File: src/rtl/imem_loader_pkg.sv
// Shared definitions for the instruction-memory loader: FSM state encoding
// and the checksum residue that marks a valid image.
package imem_loader_pkg;

  typedef enum logic [2:0] {
    IDLE    = 3'd0,
    LOAD    = 3'd1,
    CHECK   = 3'd2,
    RELEASE = 3'd3,
    ERROR   = 3'd4
  } state_t;

  localparam logic [15:0] CKSUM_OK = 16'h0000;

endpackage

File: src/rtl/imem_wr_reg.sv
// Registered instruction-memory write port: owns the running write address
// and presents one write per accepted stream word, a cycle after acceptance.
module imem_wr_reg
  import imem_loader_pkg::*;
#(
  parameter int ADDR_W = 16,
  parameter int DATA_W = 16
) (
  input  logic              clk,
  input  logic              rst_n,
  input  logic              load,
  input  logic [ADDR_W-1:0] base_addr,
  input  logic              wr,
  input  logic [DATA_W-1:0] wdata,
  output logic              im_we,
  output logic [ADDR_W-1:0] im_addr,
  output logic [DATA_W-1:0] im_wdata
);

  logic [ADDR_W-1:0] addr;

  // The address counter wraps naturally at 2^ADDR_W.
  always_ff @(posedge clk) begin
    if (!rst_n) begin
      addr     <= '0;
      im_we    <= 1'b0;
      im_addr  <= '0;
      im_wdata <= '0;
    end else begin
      im_we <= wr;
      if (load) begin
        addr <= base_addr;
      end else if (wr) begin
        addr     <= addr + ADDR_W'(1);
        im_addr  <= addr;
        im_wdata <= wdata;
      end
    end
  end

endmodule

File: src/rtl/imem_loader.sv
// Streams a program image into instruction memory while holding fetch,
// validates the trailing checksum and then pulses a CPU restart.
module imem_loader
  import imem_loader_pkg::*;
#(
  parameter int ADDR_W = 16,
  parameter int DATA_W = 16
) (
  input  logic              clk,
  input  logic              rst_n,
  input  logic              start,
  input  logic [ADDR_W-1:0] base_addr,
  input  logic [15:0]       word_count,
  input  logic [DATA_W-1:0] in_data,
  input  logic              in_valid,
  output logic              in_ready,
  output logic              im_we,
  output logic [ADDR_W-1:0] im_addr,
  output logic [DATA_W-1:0] im_wdata,
  output logic              cpu_hold,
  output logic              cpu_rst_n,
  output logic              busy,
  output logic              done,
  output logic              err
);

  state_t            state, state_next;
  logic [15:0]       remaining;
  logic [DATA_W-1:0] sum;
  logic [DATA_W-1:0] chk_sum;
  logic              xfer;
  logic              wr;
  logic              accept_start;

  assign in_ready  = (state == LOAD) || (state == CHECK);
  assign xfer      = in_valid && in_ready;
  assign wr        = xfer && (state == LOAD);
  assign chk_sum   = sum + in_data;
  assign cpu_hold  = (state != IDLE);
  assign busy      = (state != IDLE);
  assign cpu_rst_n = (state != RELEASE);

  always_comb begin
    state_next   = state;
    accept_start = 1'b0;
    case (state)
      IDLE, ERROR: begin
        if (start) begin
          accept_start = 1'b1;
          state_next   = (word_count != 16'd0) ? LOAD : CHECK;
        end
      end
      LOAD: begin
        if (xfer && remaining == 16'd1) state_next = CHECK;
      end
      CHECK: begin
        if (xfer) state_next = (chk_sum == DATA_W'(CKSUM_OK)) ? RELEASE : ERROR;
      end
      RELEASE: state_next = IDLE;
      default: state_next = IDLE;
    endcase
  end

  // done marks the first IDLE cycle after the restart pulse.
  always_ff @(posedge clk) begin
    if (!rst_n) begin
      state     <= IDLE;
      remaining <= '0;
      sum       <= '0;
      done      <= 1'b0;
      err       <= 1'b0;
    end else begin
      state <= state_next;
      done  <= (state == RELEASE);
      if (accept_start) begin
        remaining <= word_count;
        sum       <= '0;
        err       <= 1'b0;
      end else if (wr) begin
        remaining <= remaining - 16'd1;
        sum       <= chk_sum;
      end
      if (state == CHECK && xfer && chk_sum != DATA_W'(CKSUM_OK)) err <= 1'b1;
    end
  end

  imem_wr_reg #(
    .ADDR_W(ADDR_W),
    .DATA_W(DATA_W)
  ) u_wr_reg (
    .clk      (clk),
    .rst_n    (rst_n),
    .load     (accept_start),
    .base_addr(base_addr),
    .wr       (wr),
    .wdata    (in_data),
    .im_we    (im_we),
    .im_addr  (im_addr),
    .im_wdata (im_wdata)
  );

endmodule
File: config.mk
export PLATFORM = sky130hd
export DESIGN_NAME = imem_loader
export DESIGN_NICKNAME = d
export VERILOG_FILES = /design/src/rtl/imem_loader_pkg.sv /design/src/rtl/imem_wr_reg.sv /design/src/rtl/imem_loader.sv
export SDC_FILE = /design/constraint.sdc
export NUM_CORES = 1
export LEC_CHECK = 0
export BUFFER_PORTS_ARGS = -buffer_cell sky130_fd_sc_hd__buf_2
export CORE_AREA = 2 2 100 102
export CTS_BUF_LIST = sky130_fd_sc_hd__clkbuf_4
export DETAILED_ROUTE_END_ITERATION = 10
export DIE_AREA = 0 0 102 104
export PLACE_DENSITY = 0.79
export SLEW_MARGIN = 10
export SYNTH_ARGS = -nofsm -noshare
export SYNTH_HDL_FRONTEND = slang
export SYNTH_HIERARCHICAL = 1
export SYNTH_SLANG_ARGS = --single-unit
File: constraint.sdc
create_clock -name clk -period 5.4 [get_ports clk]
set_input_delay 0.27 -clock clk [delete_from_list [all_inputs] [get_ports clk]]
set_output_delay 0.27 -clock clk [all_outputs]
set_load 0.01 [all_outputs]
# Word-level counts from Yosys, hierarchy flattened
# Index checks and enable logic that the tools add are counted.
[op_classes]
addsub = 3
eq_ne = 9
mux = 14
n_bitwise = 2
n_reduce_logical = 17
[op_table]
columns = ["cell", "n"]
rows = [
  ["$mux W16", 4],
  ["$reduce_bool A16 Y1", 2],
  ["$add A16 B1 Y16 const B", 1],
  ["$add A16 B16 Y16", 1],
  ["$eq A16 B1 Y1 const B", 1],
  ["$logic_not A16 Y1", 1],
  ["$sub A16 B1 Y16 const B", 1],
  ["$mux W3", 4],
  ["$pmux W3 S3", 1],
  ["$eq A3 B2 Y1 const B", 2],
  ["$logic_and A1 B1 Y1", 5],
  ["$mux W1", 4],
  ["$ne A2 B2 Y1 const B", 2],
  ["$reduce_bool A2 Y1", 2],
  ["$reduce_or A2 Y1", 2],
  ["$eq A3 B1 Y1 const B", 1],
  ["$eq A3 B3 Y1 const B", 1],
  ["$logic_not A3 Y1", 1],
  ["$ne A3 B2 Y1 const B", 1],
  ["$reduce_and A3 Y1", 1],
  ["$reduce_bool A3 Y1", 1],
  ["$mux W2", 1],
  ["$ne A2 B1 Y1 const B", 1],
  ["$not A1 Y1", 2],
  ["other kinds (2)", 2],
]
[totals]
reg_bits = 86
wordCells = 54

# Longest topological paths before layout
# Gate-level depths: netlist (run 1).
[depth]
depth_word = 6
depth_mapped = 11

# Hierarchy
# The synthesis (run 1) kept the hierarchy.
[by_module_without_submodules]
columns = ["module", "n_inst", "cells_each", "area_each_um2"]
rows = [
  ["imem_loader", 1, 341, 2581.2],
  ["imem_wr_reg", 1, 242, 2044.5],
]

# Worst setup path after synthesis (run 1)
# Ideal clock, no wire load.
[synth_path]
path_kind = "reg2reg"
startpoint = "reg sum[0]"
endpoint = "reg err"
setup_time_ps = 122
arrival_time_ps = 2431
t_required_ps = 5278
slack_ps = 2847
path_stages_with_launch = 11
n_path_buf = 0
synth_period_minus_slack_ps = 2553
path_cell_list = "dfxtp_1 > ha_1 > fa_1 > a21o_1 > a22o_1 > o41ai_2 > xnor2_1 > nand4b_1 > nor4_2 > and4bb_1 > o21ai_0"
[synth_via]
elab_chain_len = 4
elab_cells_between_ends = 5
cone_classes = "add/sub: 1; mux: 1; reduce/logical: 3"
[synth_rtl]
columns = ["item", "line", "rtl"]
rows = [
  ["from (decl)", "imem_loader.sv:29", "logic [DATA_W-1:0] sum;"],
  ["from (signal assigned)", "imem_loader.sv:81", "sum <= chk_sum;"],
  ["$add A16 B16 Y16 (*)", "imem_loader.sv:38", "assign chk_sum = sum + in_data;"],
  ["$reduce_bool A16 Y1 (*)", "imem_loader.sv:83", "if (state == CHECK && xfer && chk_sum != DATA_W'(CKSUM_OK)) err <= 1'b1;"],
  ["$logic_and A1 B1 Y1 (*)", "imem_loader.sv:83", ""],
  ["$mux W1 / $reduce_bool A2 Y1 (equally long branches)", "-", ""],
  ["to (signal assigned)", "imem_loader.sv:71", "err <= 1'b0;"],
  ["to (signal assigned)", "imem_loader.sv:78", "err <= 1'b0;"],
  ["to (signal assigned)", "imem_loader.sv:83", ""],
  ["to (decl)", "imem_loader.sv:24", "output logic err"],
]
# Every way passes the cells marked *; elsewhere a longest branch is shown, timed or not.
# A chain may end at the register's enable or synchronous reset.

# Worst setup path in the final report (run 1)
[layout_path]
startpoint = "reg state[1]"
endpoint = "reg u_wr_reg.im_wdata[15]"
[layout_via]
elab_chain_len = 5
elab_cells_between_ends = 11
cone_classes = "eq/ne: 3; mux: 1; bitwise: 1; reduce/logical: 6"
[layout_rtl]
columns = ["item", "line", "rtl"]
rows = [
  ["from (decl)", "imem_loader.sv:27", "state_t state, state_next;"],
  ["from (signal assigned)", "imem_loader.sv:73", "state <= state_next;"],
  ["$eq A3 B3 Y1 (tied with other cells)", "imem_loader.sv:46", "case (state)"],
  ["$reduce_or A2 Y1 / $logic_or A1 B1 Y1 (equally long branches)", "imem_loader.sv:46, imem_loader.sv:35", ""],
  ["$mux W1 / $logic_and A1 B1 Y1 (equally long branches)", "imem_loader.sv:46, imem_loader.sv:36", ""],
  ["$not A1 Y1 (no line) / $logic_and A1 B1 Y1 (equally long branches)", "-", ""],
  ["$reduce_and A2 Y1 (no line) (*)", "-", ""],
  ["to (signal assigned)", "imem_wr_reg.sv:36", "im_wdata <= wdata;"],
  ["to (decl)", "imem_wr_reg.sv:17", "output logic [DATA_W-1:0] im_wdata"],
]
# Marks and branches as above.

==> results of run 1 <==
==> power by group through the flow <==
stage | combinational [mW] | clock, mW | sequential [mW]
after floorplan | 0.274 | 0 | 0.743
after global placement | 0.359 | 0 | 0.750
after detailed placement | 0.370 | 0 | 0.752
after CTS | 0.374 | 0.385 | 0.739
after global routing | 0.421 | 0.412 | 0.747
final | 0.379 | 0.380 | 0.741
==> cells by family after synthesis <==
logic type	count (synthesis)	synth area share, %
AO/OA/AOI/OAI	163	23.2
adder cells (fa/ha/maj)	19	5.30
flip-flops	86	37.2
buffers and inverters	42	3.81
AND/OR/NAND/NOR	240	24.1
XOR/XNOR	30	5.68
multiplexers	3	0.676
==> Yosys cell counts (4+ instances only) <==
| library cell | number | share of area [%] |
|---|---|---|
| nand2_1 | 115 | 9.3 |
| dfxtp_1 | 86 | 37 |
| a21oi_1 | 52 | 5.6 |
| nor2_1 | 52 | 4.2 |
| o21ai_0 | 29 | 3.1 |
| a21boi_0 | 24 | 3.9 |
| clkbuf_1 | 23 | 1.9 |
| ha_1 | 18 | 4.9 |
| xnor2_1 | 18 | 3.4 |
| nor3_1 | 16 | 1.7 |
| nor4_1 | 12 | 1.6 |
| xor2_1 | 12 | 2.3 |
| inv_1 | 11 | 0.89 |
| a21boi_1 | 9 | 1.5 |
| nand3_1 | 9 | 0.97 |
| nand4_1 | 9 | 1.2 |
| a211oi_1 | 8 | 1.3 |
| a221oi_1 | 6 | 1.1 |
| o211ai_1 | 6 | 0.97 |
| or3_1 | 5 | 0.68 |
| and3_1 | 4 | 0.54 |
| nand4b_1 | 4 | 0.76 |
==> flip-flops by register name, summed over array words and instances, names as in the netlist, 3 cells and up <==
signal             cells
remaining             16
sum                   16
u_wr_reg/addr         16
u_wr_reg/im_addr      16
u_wr_reg/im_wdata     16
state                  3
==> per-stage QoR <==
stage	utilization (%)	cell area, sq um	std cells	setup slack (ns)
final	55.1	5260	793	1.51
after global routing	55.1	5260	793	1.03
after CTS	55.1	5260	792	1.52
after detailed placement	53.6	5120	776	1.54
after global placement	53.6	5120	776	1.75
after floorplan	-	4630	583	2.85
==> per-layer routing <==
| metal | vias up | wire length (microns) | GRT usage (%) |
|---|---|---|---|
| met5 | - | 0 | 0 |
| met4 | 0 | 368 | 9.52 |
| met2 | 165 | 5750 | 35.4 |
| li1 | 2216 | - | - |
| met3 | 35 | 665 | 4.64 |
| met1 | 2112 | 5430 | 30.5 |
==> final timing paths <==
check	startpoint	depth (start not counted)	endpoint	slack [ns]
min reg2reg	u_wr_reg/im_addr[14]	2	u_wr_reg/im_addr[14]	0.46
min	base_addr[1]	2	u_wr_reg/addr[1]	0.05
max	state[1]	7	u_wr_reg/im_wdata[15]	1.51
max reg2reg	state[1]	7	u_wr_reg/im_wdata[15]	1.51
==> cell type report <==
type / count / area, sq um
fillers: 918 / 4290
multi-input cells: 455 / 2730
flip-flops and latches: 86 / 1720
repair buffers: 91 / 458
well taps: 133 / 166
clock inverters: 7 / 72.6
clock buffers: 9 / 67.6
inverters: 11 / 41.3
diodes: 1 / 2.50
==> layout by cell type (no fill, tap or decap), types with 3 or more instances in the layout <==
| cell | instances |
|---|---|
| nand3_1 | 9 |
| ha_1 | 18 |
| nor2_1 | 52 |
| inv_1 | 11 |
| a21boi_1 | 9 |
| a21oi_1 | 52 |
| dfxtp_1 | 86 |
| o21a_1 | 3 |
| nand4_1 | 9 |
| buf_2 | 90 |
| nand2b_1 | 3 |
| and3_1 | 4 |
| xnor2_1 | 18 |
| a211oi_1 | 8 |
| nor4_1 | 12 |
| a221oi_1 | 6 |
| nor3_1 | 16 |
| or3_1 | 5 |
| xor2_1 | 12 |
| clkbuf_4 | 9 |
| o211a_1 | 3 |
| nand4b_1 | 4 |
| o211ai_1 | 6 |
| o21ai_0 | 29 |
| nand2_1 | 115 |
| a21boi_0 | 24 |
==> reports/qor.csv, run 1 <==
metric,value,unit
status,"complete, no violations",
pwr dens,285,nW/um^2
die area,10600,sq um
CTS resizes,0,
max cap viols,0,
# Post-CTS Setup Buffers,0,
share of cells above drive strength 1,17.9,%
Switch Pwr,528,uW
Worst EP required,5.73,ns
Critical Path Source Type,flip-flop,
clock share of power,25.3,%
"EDFF count, synth",0,
Min-Delay Path Class,input pin to flip-flop,
Hold Fails Final Rpt,0,
Pwr Total,1.50,mW
Final setup viols,0,
Die Ht,104,microns
row cnt,36,
total track usage,22.8,%
die outline width,102,microns
Buffers on Ports,90,
Buffers & Inverters on Critical Path,1,
post-route ant nets,0,
Yosys reg bits,86,
syn_nets,654,
Top Ports,91,
CTS Sinks,86,
Final Skew,0.0190,ns
CP top delay family,simple AND/OR/NAND/NOR gates,
dominant synthesized flop cell,dfxtp_1,
vias in the first global route,4078,
"Clk Latency, worst-skew pair",0.46,ns
CTS tree,built,
"Seq/Total Area, Yosys",37.2,%
HPWL after DPL,8.75,mm
first-pass GRT wire length,19.5,mm
Starting Density,48.4,%
crit end category,flip-flop,
leak pwr,2.14,nW
Final GP Congestion,0.931,
cts-stage hold buffer count,0,
Core ar.,9550,sq um
Slew HR,23.6,%
final hold slack,0.0464,ns
Net Sw Frac,35.2,%
fin. max-slew vios,0,
H-tree levels,3,
worst vdd ir,0.110,mV
Reg power frac,49.4,%
measured slew at the worst slew-check pin,1.15,ns
post-synthesis cell type count,58,
Crit-path slowest cell,inv_1,
Clock transition at path regs,0.13,ns
via count,4528,
P_int,973,uW
Routed WL,12.2,mm
Combinational Power Share,25.3,%
drt pass-1 iters,5,
Final Cycle Share,72.1,%
CP cell instances,"nand2b_1, nor2_1, nand2_1, inv_1, nand2_1, nand2_1, a21boi_0",
GR Overflow Total,0,
Routed wire per std cell,15.4,microns
initial antenna violation count,1,
CTS buffer count,9,
CP dominant cell by count,nand2_1,
setup TNS,0,ns
initial drt markers,339,
CP peak stage delay,1.10,ns
largest fanout on the critical path,36,
CP Class,flip-flop to flip-flop,
clk buf depth,2,
Root Driver,clkbuf_4,
Worst EP arrival,4.23,ns
RSZ-0062 raised after global routing,no,
Post-Syn Area,4630,sq um
Final min period,3.89,ns
Synth warnings,6,
Area Growth Syn to Fin,13.7,%
fmax,257,MHz
syn avg cell area,7.93,sq um
Vias/cell,5.71,
largest net degree at the start of global routing,57,
cell count after synthesis,583,
DRC viols,0,
ys async rst share,0,%
fin nets,725,
(Power assumes the default switching activity.)
==> inputs of run 2 (changes only) <==
- PLACE_DENSITY: 0.79 -> 0.82
- clock period: 5.4 -> 3.4 ns (I/O delays scaled with it)
==> run 2 against run 1 <==
Against the previous run:
- cell area grew 7.5%
- routed wire length grew 0.42%
- first-iteration DRC count shrank 27%
- sequential power grew 58%
- critical path depth grew 5
- sequential share of layout area shrank 2.3 points
- flip-flop and latch count is the same
- register-to-register slack lost 1.0 ns
- via count grew 2.7%
- total power grew 70%
- count of clock-buffer cells in the layout grew 1
- worst setup slack lost 1.1 ns
- largest power group unchanged
==> reports/qor.csv, run 2 (synthesized netlist as in run 1, its figures left out) <==
metric,value,unit
Net Sw Frac,32.2,%
largest fanout on the critical path,3,
largest net degree at the start of global routing,44,
Min-Delay Path Class,input pin to flip-flop,
H-tree levels,3,
Worst EP arrival,3.34,ns
max cap viols,0,
Worst R2R End,err,
worst setup path startpoint,in_data[0],
Crit-path slowest cell,dlygate4sd3_1,
fmax,333,MHz
Worst EP required,3.74,ns
first-pass GRT wire length,19.8,mm
clock share of power,28.8,%
total track usage,23.1,%
P_int,1.73,mW
CTS tree,built,
hold-critical path depth,3,
initial antenna violation count,0,
HPWL after DPL,8.70,mm
fin nets,762,
Hold Fails Final Rpt,0,
die outline width,102,microns
row cnt,36,
Clock transition at path regs,0.13,ns
pwr dens,452,nW/um^2
Buffers on Ports,90,
Top Ports,91,
RSZ-0062 raised after global routing,no,
drt pass-1 iters,5,
Final Cycle Share,88.3,%
status,"complete, no violations",
clk buf depth,2,
DRC viols,0,
Core ar.,9550,sq um
R2R Setup Slk,0.46,ns
Inserted Diodes,0,
Reg power frac,45.9,%
setup TNS,0,ns
Final setup viols,0,
CP cell instances,"dlygate4sd3_1, buf_2, ha_1, fa_1, a21o_1, a22o_1, o41ai_2, xnor2_1, nand4b_1, nor4_2, and4bb_1, o21ai_0",
Final GP Congestion,0.926,
Post-Layout Cell Count,828,
end point of the critical path,err,
Fillers,855,
Final min period,3.00,ns
final core occ,59.2,%
"Clk Latency, worst-skew pair",0.45,ns
Slew HR,50.7,%
"most common cell after layout, fill and taps aside",nand2_1,
CTS buffer count,9,
CTS Sinks,86,
Starting Density,48.4,%
die area,10600,sq um
leak pwr,2.32,nW
measured slew at the worst slew-check pin,0.738,ns
Combinational Power Share,25.2,%
Pwr Total,2.56,mW
Vias/cell,5.61,
Final Skew,0.0109,ns
reg2reg path depth,10,
crit end category,flip-flop,
most frequent cells in the layout,"115 x nand2_1, 90 x buf_2, 86 x dfxtp_1",
Root Driver,clkbuf_4,
fin. max-slew vios,0,
Switch Pwr,823,uW
Routed wire per std cell,14.8,microns
initial drt markers,246,
Area Growth Syn to Fin,22.3,%
Critical Path Source Type,input pin,
worst vdd ir,0.216,mV
CP Class,input pin to flip-flop,
FF-to-FF Start,sum[0],
post-route ant nets,0,
final hold slack,0.0108,ns
Die Ht,104,microns
GR Overflow Total,0,
share of cells above drive strength 1,17.8,%
via count,4649,
cell count after placement,782,
vias in the first global route,4325,
CP peak stage delay,0.53,ns
Routed WL,12.3,mm
# Post-CTS Setup Buffers,0,
[run 2: repair_timing]
| item | 4_1_cts | 5_1_grt |
|---|---|---|
| hold buffers | 30 | 1 |
| resized for setup | 0 | 0 |
| hold endpoints to repair | 30 | 1 |
[run 2: routing by layer]
| layer | global-route usage [%] | vias up | routed length (microns) |
|---|---|---|---|
| met3 | 3.49 | 38 | 733 |
| met4 | 10.2 | 0 | 318 |
| met5 | 0 | - | 0 |
| met2 | 38.4 | 187 | 5960 |
| li1 | - | 2281 | - |
| met1 | 29.1 | 2143 | 5260 |
[run 2: final cells by class]
| class | instances | area (sq um) | area share (%) |
|---|---|---|---|
| multi-input combinational | 455 | 2730 | 48.3 |
| inverter | 11 | 41.3 | 0.730 |
| tap | 133 | 166 | 2.94 |
| clock inverter | 5 | 108 | 1.90 |
| timing repair buffer | 128 | 813 | 14.4 |
| sequential | 86 | 1720 | 30.4 |
| clock buffer | 10 | 75.1 | 1.33 |
[run 2: per-stage QoR]
stage / setup WS (ns) / cell area [sq um]
2_1_floorplan: 0.847 / 4630
3_3_place_gp: 0.623 / 5160
3_5_place_dp: 0.515 / 5160
4_1_cts: 0.448 / 5650
5_1_grt: 0.318 / 5660
6_report: 0.399 / 5660
[run 2: critical path, delay by kind of cell]
kind	cells	cell delay, ns
XOR/XNOR	1	0.20
buffers and inverters	2	0.66
AO/OA/AOI/OAI	4	0.90
adder cells (fa/ha/maj)	2	0.62
AND/OR/NAND/NOR	3	0.77
[run 2: power by group through the flow]
stage / Combinational, mW / Sequential [mW] / Clock [mW]
after floorplan: 0.435 / 1.18 / 0
after global placement: 0.580 / 1.19 / 0
after detailed placement: 0.601 / 1.20 / 0
after CTS: 0.631 / 1.17 / 0.751
after global routing: 0.714 / 1.19 / 0.792
final: 0.644 / 1.17 / 0.737
[run 2: worst min-delay path by stage]
stage | start | endpoint | slack [ns]
after global placement | base_addr[0] | u_wr_reg/addr[0] | 0.40
after detailed placement | base_addr[0] | u_wr_reg/addr[0] | 0.41
after floorplan | rst_n | state[1] | 0.30
after global routing | word_count[5] | remaining[5] | 0.02
final | base_addr[13] | u_wr_reg/addr[13] | 0.01
after CTS | base_addr[13] | u_wr_reg/addr[13] | 0.0009
==> inputs of run 3 (changes only) <==
- CORE_AREA: 2 2 100 102 -> 2 2 91 111
- DIE_AREA: 0 0 102 104 -> 0 0 93 113
- SKIP_LAST_GASP: not set -> 1
==> run 3 against run 2 <==
Against the previous run:
- non-clock buffer count up 7
- hold slack improved by 0.0011 ns
- global-route usage increased by 0.69 points
- routed wire length is 0.99% higher
- core utilization up 1.5 points
- clock power is 13% lower
- clock skew fell by 0.00084 ns
- combinational power grew 0.6%
- fmax grew 3.5%
- total power decreased by 3.5%
- cell area increased by 0.60%
- highest routed layer unchanged
==> reports/qor.csv, run 3 (synthesized netlist as in run 1, its figures left out) <==
metric,value,unit
Buffers & Inverters on Critical Path,2,
initial antenna violation count,0,
CP top delay family,compound AO/OA/AOI/OAI gates,
met2 usage,41.1,%
GR Overflow Total,0,
clk buf depth,2,
max cap viols,0,
Top Ports,91,
final core occ,60.7,%
Hold Fails Final Rpt,0,
post-route ant nets,0,
R2R Setup Slk,0.55,ns
HPWL after DPL,8.71,mm
CTS resizes,0,
"Clk Latency, worst-skew pair",0.45,ns
setup TNS,0,ns
Final Skew,0.0101,ns
Die Ht,113,microns
DRC viols,0,
FF-to-FF Start,sum[0],
fmax,345,MHz
CTS buffer count,9,
Final setup viols,0,
M1 GR Usage,28.1,%
crit end category,flip-flop,
CP cell instances,"dlygate4sd3_1, buf_2, ha_1, fa_1, a21o_1, a22o_1, o41ai_2, xnor2_1, nand4b_1, nor4_2, and4bb_1, o21ai_0",
Worst EP arrival,3.25,ns
busiest grt layer,met2,
Final min period,2.90,ns
share of cells above drive strength 1,17.6,%
Routed WL,12.4,mm
CTS Sinks,86,
Inserted Diodes,0,
Worst R2R End,err,
Vias/cell,5.65,
end point of the critical path,err,
leak pwr,2.34,nW
CP Depth,12,
Area Growth Syn to Fin,23.0,%
# Post-CTS Setup Buffers,0,
die outline width,93,microns
CP Class,input pin to flip-flop,
largest fanout on the critical path,3,
H-tree levels,3,
Starting Density,49.4,%
status,"complete, no violations",
most frequent cells in the layout,"115 x nand2_1, 90 x buf_2, 86 x dfxtp_1",
Min-Delay Path Class,input pin to flip-flop,
total track usage,23.8,%
RSZ-0062 raised after global routing,no,
met3 global-route usage,3.79,%
Worst EP required,3.75,ns
Core ar.,9370,sq um
"most common cell after layout, fill and taps aside",nand2_1,
pwr dens,433,nW/um^2
measured slew at the worst slew-check pin,0.642,ns
Final GP Congestion,0.940,
worst setup path startpoint,in_data[0],
Slew HR,57.1,%
Root Driver,clkbuf_4,
Final Cycle Share,85.3,%
Routed wire per std cell,15.0,microns
first-pass GRT wire length,20.3,mm
row cnt,39,
Clock transition at path regs,0.13,ns
largest net degree at the start of global routing,43,
fin nets,769,
reg2reg path depth,10,
worst vdd ir,0.248,mV
die area,10500,sq um
Buffers on Ports,90,
drt pass-1 iters,7,
Crit-path slowest cell,dlygate4sd3_1,
via count,4666,
fin. max-slew vios,0,
vias in the first global route,4451,
Critical Path Source Type,input pin,
CTS tree,built,
CP peak stage delay,0.53,ns
initial drt markers,278,
[run 3: cell types whose count changed in the layout (fill, tap and decap cells not counted), sizes merged]
cell         change
buf              +2
bufinv           -1
dlygate4sd3      +5
inv              -1
clkinv           +3
[run 3: worst min path at each step]
stage	slack, ns	cells after the start	startpoint	end
2_1_floorplan	0.30	1	rst_n	state[1]
3_3_place_gp	0.40	2	base_addr[0]	u_wr_reg/addr[0]
3_5_place_dp	0.40	2	base_addr[3]	u_wr_reg/addr[3]
4_1_cts	0.002	3	base_addr[14]	u_wr_reg/addr[14]
5_1_grt	0.01	3	word_count[10]	remaining[10]
6_report	0.01	3	base_addr[14]	u_wr_reg/addr[14]
[run 3: metrics by stage]
stage          power [mW]  cells  hold slack [ns]  setup WS, ns  cell area, sq um
2_1_floorplan        1.61    583            0.295         0.847              4630
3_3_place_gp         1.78    774            0.400         0.715              5180
3_5_place_dp         1.80    774            0.404         0.578              5180
4_1_cts              2.47    824          0.00196         0.530              5670
5_1_grt              2.60    826           0.0113         0.339              5690
6_report             2.47    826           0.0119         0.499              5690
[run 3: worst register-to-register path, stage by stage, from the launching register on]
cell and delay (ns):
dfxtp_1 0.34, ha_1 0.22, fa_1 0.42, a21o_1 0.21, a22o_1 0.26, o41ai_2 0.32
xnor2_1 0.19, nand4b_1 0.14, nor4_2 0.29, and4bb_1 0.27, o21ai_0 0.09
[run 3: repair_timing]
action,4_1_cts,5_1_grt
hold buffers,34,2
hold endpoints to repair,34,2
setup endpoints to repair,0,0
[run 3: layer usage]
layer | share of wire, % | vias up
met1 | 41 | 2144
li1 | - | 2294
met2 | 50 | 192
met4 | 3.6 | 0
met3 | 5.7 | 36
met5 | 0 | -
[run 3: final cells by class]
type | count | area (sq um)
sequential | 86 | 1720
fill | 864 | 3680
inverter | 11 | 41.3
timing repair buffer | 135 | 891
multi-input combinational | 455 | 2730
tap | 123 | 154
clock buffer | 10 | 75.1
clock inverter | 6 | 76.3
[run 3: power by group]
group | switching, mW | internal (mW)
logic | 0.378 | 0.269
registers | 0.0835 | 1.09
clock network | 0.345 | 0.299
total | 0.807 | 1.66
